==> src/rtl/als_spi_responder.sv <==
// Ambient-light-sensor ADC emulator: answers 16-clock SPI read frames
// with {4'b0, sample, 4'b0}, MSB first, on ALS_SDO.
module als_spi_responder #(
  parameter int          SYNC_STAGES  = 2,
  parameter logic [7:0]  RESET_SAMPLE = 8'd0,
  parameter int          FRAME_BITS   = 16
) (
  input  logic       clk,
  input  logic       reset,
  input  logic [7:0] sample,
  input  logic       sample_valid,
  input  logic       ALS_CS,
  input  logic       ALS_SCK,
  output logic       ALS_SDO,
  output logic       sdo_oe,
  output logic       busy,
  output logic       frame_done,
  output logic       frame_abort
);

  typedef enum logic [1:0] {IDLE, SHIFT, TAIL} state_t;

  localparam logic [4:0] LAST = 5'(FRAME_BITS);

  logic [SYNC_STAGES-1:0] cs_sync;
  logic [SYNC_STAGES-1:0] sck_sync;
  logic       cs_prev;
  logic       sck_prev;
  logic       cs_s;
  logic       sck_s;
  logic       cs_fall;
  logic       cs_rise;
  logic       sck_fall;
  logic       sck_rise;
  state_t     state;
  state_t     state_n;
  logic [7:0] hold;
  logic [15:0] shift;
  logic [15:0] shift_n;
  logic [4:0] cnt;
  logic [4:0] cnt_n;
  logic       sdo_n;
  logic       oe_n;
  logic       busy_n;
  logic       done_n;
  logic       abort_n;

  assign cs_s     = cs_sync[SYNC_STAGES-1];
  assign sck_s    = sck_sync[SYNC_STAGES-1];
  assign cs_fall  = cs_prev & ~cs_s;
  assign cs_rise  = ~cs_prev & cs_s;
  assign sck_fall = sck_prev & ~sck_s;
  assign sck_rise = ~sck_prev & sck_s;

  always_ff @(posedge clk or posedge reset) begin
    if (reset) begin
      cs_sync     <= '1;
      sck_sync    <= '1;
      cs_prev     <= 1'b1;
      sck_prev    <= 1'b1;
      hold        <= RESET_SAMPLE;
      state       <= IDLE;
      shift       <= '0;
      cnt         <= '0;
      ALS_SDO     <= 1'b0;
      sdo_oe      <= 1'b0;
      busy        <= 1'b0;
      frame_done  <= 1'b0;
      frame_abort <= 1'b0;
    end else begin
      cs_sync     <= {cs_sync[SYNC_STAGES-2:0], ALS_CS};
      sck_sync    <= {sck_sync[SYNC_STAGES-2:0], ALS_SCK};
      cs_prev     <= cs_s;
      sck_prev    <= sck_s;
      if (sample_valid)
        hold <= sample;
      state       <= state_n;
      shift       <= shift_n;
      cnt         <= cnt_n;
      ALS_SDO     <= sdo_n;
      sdo_oe      <= oe_n;
      busy        <= busy_n;
      frame_done  <= done_n;
      frame_abort <= abort_n;
    end
  end

  always_comb begin
    state_n = state;
    shift_n = shift;
    cnt_n   = cnt;
    sdo_n   = ALS_SDO;
    oe_n    = sdo_oe;
    busy_n  = busy;
    done_n  = 1'b0;
    abort_n = 1'b0;
    unique case (state)
      IDLE: begin
        sdo_n = 1'b0;
        oe_n  = 1'b0;
        if (cs_fall) begin
          state_n = SHIFT;
          shift_n = {4'b0, hold, 4'b0};
          cnt_n   = '0;
          sdo_n   = shift_n[15];
          oe_n    = 1'b1;
          busy_n  = 1'b1;
        end
      end
      SHIFT, TAIL: begin
        if (cs_rise) begin
          state_n = IDLE;
          sdo_n   = 1'b0;
          oe_n    = 1'b0;
          busy_n  = 1'b0;
          done_n  = (cnt == LAST);
          abort_n = (cnt != LAST);
        end else if (state == TAIL) begin
          sdo_n = 1'b0;
        end else if (sck_rise) begin
          cnt_n = cnt + 5'd1;
          if (cnt_n == LAST) begin
            state_n = TAIL;
            sdo_n   = 1'b0;
          end
        end else if (sck_fall && cnt != '0) begin
          // falls before the first rise are CS-while-SCK-high artefacts
          shift_n = {shift[14:0], 1'b0};
          sdo_n   = shift_n[15];
        end
      end
      default: state_n = IDLE;
    endcase
  end

endmodule

==> config.mk <==
export PLATFORM = sky130hd
export DESIGN_NAME = als_spi_responder
export DESIGN_NICKNAME = d
export VERILOG_FILES = /design/src/rtl/als_spi_responder.sv
export SDC_FILE = /design/constraint.sdc
export NUM_CORES = 1
export LEC_CHECK = 0
export CELL_PAD_IN_SITES_DETAIL_PLACEMENT = 1
export CELL_PAD_IN_SITES_GLOBAL_PLACEMENT = 1
export CORE_UTILIZATION = 35
export DETAILED_ROUTE_END_ITERATION = 7
export PLACE_DENSITY_LB_ADDON = 0.1
export SLEW_MARGIN = 10
export SYNTH_ARGS = -nofsm -noshare
export SYNTH_HDL_FRONTEND = slang
export SYNTH_SLANG_ARGS = --single-unit
export TNS_END_PERCENT = 100
==> constraint.sdc <==
create_clock -name clk -period 3.44 [get_ports clk]
set_input_delay 0.688 -clock clk [delete_from_list [all_inputs] [get_ports clk]]
set_output_delay 0.688 -clock clk [all_outputs]
set_load 0.05 [all_outputs]
Yosys cells after proc, flatten, opt, wreduce, memory -nomap -nowiden
Index checks and enable logic that the tools add are counted.

Input bits: 13. Output and inout bits: 5. Bits in registers: 41.

Reductions and logical operators: 11. Bitwise operators: 8. Eq/ne operators: 17. Mux-type cells: 32. $add $sub $neg: 1.

Operators with widths (number): 15-bit 2-to-1 mux (5); 15-bit case mux with 2 select lines (1); 5-bit 2-to-1 mux (4); 5-bit != test (second input constant) (3); 2-bit != test (second input constant) (7); 1-bit 2-to-1 mux (12); 5-bit == test (second input constant) (2); 2-bit 2-to-1 mux (5); 5-bit case mux with 2 select lines (1); 3-bit != test (second input constant) (3); 1-bit case mux with 2 select lines (3); 3-bit AND reduction (2); 6-bit AND reduction (1); 5-bit by 1-bit adder with 5-bit output (second input constant) (1); 5-bit AND reduction (1); 5-bit nonzero test (1); 1-bit bitwise AND (4); 1-bit inverter (4); 2-bit case mux with 2 select lines (1); 4-bit AND reduction (1); 2-bit by 1-bit == test with 1-bit output (second input constant) (1); 2-bit == test (second input constant) (1); 2-bit zero test (1); 2-bit AND reduction (1); other kinds (3) (3).

Longest topological paths before layout
Depth after elaboration: 8. Mapped depth: 8. Mapped depth without buffers: 6.

Least setup slack after synthesis
Ideal clock, no wire load.

Kind: register to register. From: register state[0]. To: register shift[10]. Setup slack: 1.557 ns. Cell stages (with the launch flop): 9. Arrival time: 1.757 ns. Required time: 3.315 ns. Buffers on the path: 2. Period minus slack after synthesis: 1.883 ns. Cells stage by stage: dfrtp_1 inv_1 ha_1 buf_2 nand4bb_1 nor2_1 a31oi_4 buf_8 mux2_4.

Word-level cells in the longest chain between the ends: 4. Elaborated cells on any way between the ends: 12.

Ends and longest elaborated chain: from (decl) (line 35) `state_t state;`; from (signal assigned) (line 77) `state <= state_n;`; 2-bit == test or 2-bit by 1-bit == test with 1-bit output (tied branches) (line 97, 118); 2-bit OR reduction (line 97) `unique case (state)`; 2-bit != test (no line) or 2-bit nonzero test (tied branches); 6-bit AND reduction (no line); to (signal assigned) (line 78) `shift <= shift_n;`; to (decl) (line 38) `logic [15:0] shift;`.

Several ways; a longest one is shown, not always the timed one. A chain may end at the register's enable or synchronous reset.

Worst setup path after layout
From: register state[1]. To: register shift[11].

The elaborated chain is that of the path after synthesis.

==> results.txt <==
----------------------------------------------------
[CTS]
  Clk sinks ... 37
  Post-cts sizing count ... 0
  Clock root buffer ... sky130_fd_sc_hd__clkbuf_8
  Clock buffer depth ... 2
  Skew-Pair Late Insertion Delay ... approximately 280 ps
  Clock tree from TritonCTS ... yes
  Hold buffers post-CTS ... 0
  Number of H-tree levels ... 2
  Buffer count from post-CTS setup fixing ... 0
  CTS buffer count ... 5
  Clock transition time at the flip-flop clock pins of the worst setup and hold paths ... about 70 ps

[Global route]
  Number of antenna violations at the first check in global routing ... 0
  Pin count of the biggest net entering global routing ... 38
  GRT Residual Overflow ... 0
  Via count of the first global-routing pass ... between 1000 and 1500
  GRT Resource Usage Total ... around 17%
  First-pass GRT wire length ... ~6.9 mm

[Worst setup path]
  Ordered cell list for the critical path ... inv_1, ha_1, nand4bb_1, nor2_1, a31oi_4, mux2_2
  CP required ... 3610 ps
  Max stage delay on crit path ... 480 ps
  Category of the worst setup path capture point ... flop
  CP Max Fanout ... 11
  Number of cells on the worst reg-to-reg path ... 6
  Worst path arrival time ... ~2400 ps
  Slowest stage cell, crit path ... sky130_fd_sc_hd__a31oi_4
  Critical Path Start Type ... flop
  Critical path type ... flop to flop

[Timing]
  Final period demand of the worst path ... ~2200 ps
  Final Cycle Share ... about 64%
  Final setup viols ... 0
  Worst clock skew ... 4.03 ps
  Setup slack of the critical path after layout ... around 1300 ps
  Slew at the pin closest to its max-slew limit ... approximately 550 ps
  Setup repair after global routing missed its margin ... false
  Sum of negative setup slack ... 0 ps
  Relative max-transition margin ... a little under two thirds
  Final count of hold timing violations ... 0
  Number of pins exceeding their max-slew limit in the final report ... 0
  Max frequency ... about 460 MHz

[Detailed routing]
  Routed length per placed instance ... approximately 16 um
  Antenna-violating nets left ... 0
  Via density per instance ... roughly 5.1
  DRC Markers ... 0
  Initial DRC count ... 31
  Number of vias after detailed routing ... about 1300
  Overall routed net length ... slightly below 4 mm
  First-pass detailed-route iteration total ... 4

[Synthesis]
  Fraction of synthesis flops using an asynchronous set or reset pin ... 100%
  Synthesis Warnings ... 0
  Count of distinct cell types in the synthesized netlist ... 45
  Cell Area, Synth ... about 0.0019 mm2
  Post-Syn Instances ... between 150 and 200
  Mapped Nets ... 177
  Post-synth top flop ... sky130_fd_sc_hd__dfrtp_1
  EDFF count, synth ... 0
  Mean area per synthesized cell ... approximately 12 um2
  Seq/Total Area, Yosys ... 49.6%
  Flops & latches, synth ... 37

[Floorplanning]
  Initial core utilization ... a little over a third
  FP Rows ... 26
  Boundary pin count ... 18
  Core region area ... between 0.005 and 0.006 mm2
  Area of the die ... 0.00568 mm2
  Die extent in x ... ~75 um
  DIE HEIGHT ... around 75 um

[Place]
  Final weighted congestion in routability-driven placement ... just under 0.8
  Worst slack after detailed placement ... approximately 1300 ps
  Placed cell areas ... between 0.002 and 0.0025 mm2
  HPWL after detailed placement ... 2.85 mm
  Number of buffers added on ports ... 17

[Cells and area]
  Number of diodes added for antenna fixing ... 0
  Utilization of the core after routing ... a little over two fifths
  Leading cell type in the layout, fill and taps excluded ... sky130_fd_sc_hd__dfrtp_1
  Fraction of layout instances using a drive strength above 1 ... around 23%
  Area growth syn-to-layout ... 16.7%
  Final instance area ... roughly 0.0022 mm2
  Total number of nets in the final design ... ~200
  Commonest cells after routing, fill and taps aside ... sky130_fd_sc_hd__dfrtp_1 (31), sky130_fd_sc_hd__clkdlybuf4s50_1 (17), sky130_fd_sc_hd__mux2_2 (16)
  Number of filler instances in the final layout ... 596

[Job]
  # Max-Cap Violations ... 0

[Power]
  P_leak ... 0.962 nW
  Highest ir drop seen on vdd ... about 0.00025 V
  Overall power after layout ... ~1.5 mW
  P per Cell Area ... 671 mW/mm2

[Min path]
  Hold-critical path depth ... 0
  Type of the most critical hold path ... flop to flop

[Run status]
  Result of the run ... completed

----------------------------------------------------
-- cells in the mapped netlist, types with 2 or more instances --
master	count	area (um2)
sky130_fd_sc_hd__dfrtp_1	31	776
sky130_fd_sc_hd__mux2_2	16	180
sky130_fd_sc_hd__inv_1	10	37.5
sky130_fd_sc_hd__nand2_1	10	37.5
sky130_fd_sc_hd__dfstp_2	6	158
sky130_fd_sc_hd__mux2_4	6	90.1
sky130_fd_sc_hd__nor2_1	6	22.5
sky130_fd_sc_hd__a21oi_1	5	25.0
sky130_fd_sc_hd__ha_1	5	62.6
sky130_fd_sc_hd__nand2b_1	5	31.3
sky130_fd_sc_hd__buf_2	4	20.0
sky130_fd_sc_hd__mux2i_1	4	40.0
sky130_fd_sc_hd__o21ai_0	4	20.0
sky130_fd_sc_hd__o31ai_1	4	30.0
sky130_fd_sc_hd__nand3_1	3	15.0
sky130_fd_sc_hd__nor2b_1	3	18.8
sky130_fd_sc_hd__a211o_1	2	17.5
sky130_fd_sc_hd__a21o_1	2	15.0
sky130_fd_sc_hd__and2_1	2	12.5
sky130_fd_sc_hd__clkbuf_1	2	7.51
sky130_fd_sc_hd__nor3_1	2	10.0
sky130_fd_sc_hd__nor4b_1	2	17.5
sky130_fd_sc_hd__o21ai_1	2	10.0
sky130_fd_sc_hd__o41ai_1	2	17.5
-- metrics by stage --
step                instances  hold WS [ps]
global placement          241           348
detailed placement        241           350
CTS                       249           361
global route              249           361
finish                    249           358
floorplan                 159           345
-- final cells by class --
cell class                 count  area, um2  share of cell area, %
sequential                    37        933                   42.5
clock inverter                 1       7.51                  0.342
multi-input combinational    105        870                   39.6
timing repair buffer          19        185                   8.43
clock buffer                   7       76.3                   3.47
tap                           70       87.6                   3.99
inverter                      10       37.5                   1.71
-- per-layer routing --
layer / vias up / global-route usage, % / part of all wire (%)
met1: 652 / 21.9 / 47
met4: 0 / 5.56 / 0.73
met5: - / 0 / 0
met2: 13 / 27.6 / 49
li1: 606 / - / -
met3: 2 / 4.23 / 2.5
-- worst paths after layout --
kind	start	endpoint	slack (ps)
min in group asynchronous	reset	shift[5]$_DFFE_PP0P_	820
hold reg to reg	cs_sync[0]$_DFF_PP1_	cs_sync[1]$_DFF_PP1_	360
hold / removal	cs_sync[0]$_DFF_PP1_	cs_sync[1]$_DFF_PP1_	360
setup reg to reg	state[1]$_DFFE_PP0P_	shift[11]$_DFFE_PP0P_	1250
max in group asynchronous	reset	cs_sync[1]$_DFF_PP1_	2260
setup / recovery	state[1]$_DFFE_PP0P_	shift[11]$_DFFE_PP0P_	1250
-- cell families (layout without fill, tap and decap cells) --
kind of cell	Yosys count	in the layout	share of synthesized area, %
simple gates	46	46	15.4
buf+inv	17	37	4.25
mux	26	26	16.5
fa+ha+maj	5	5	3.32
compound gates	28	28	11.0
flops	37	37	49.6
-- sequential cells by signal (all words and copies together) (netlist names) --
| name | flops |
|---|---|
| busy | 1 |
| sck_prev | 1 |
| frame_done | 1 |
| sdo_oe | 1 |
| cnt | 5 |
| state | 2 |
| cs_prev | 1 |
| cs_sync | 2 |
| hold | 8 |
| shift | 11 |
| ALS_SDO | 1 |
| sck_sync | 2 |
| frame_abort | 1 |
-- where the power goes --
part           leakage (nW)  internal [mW]  total (mW)  switching [mW]
sequential            0.456          0.539       0.619          0.0805
clock                0.0385          0.143       0.290           0.147
combinational         0.467          0.281       0.566           0.285
total                 0.962          0.963        1.48           0.512
-- worst max-delay path: cells and delay by family (launching register included) --
family,cells,cell delay (ps)
mux,1,400
compound gates,1,480
buf+inv,1,70
fa+ha+maj,1,360
simple gates,2,340
flops,1,430
(Power assumes the default switching activity.)
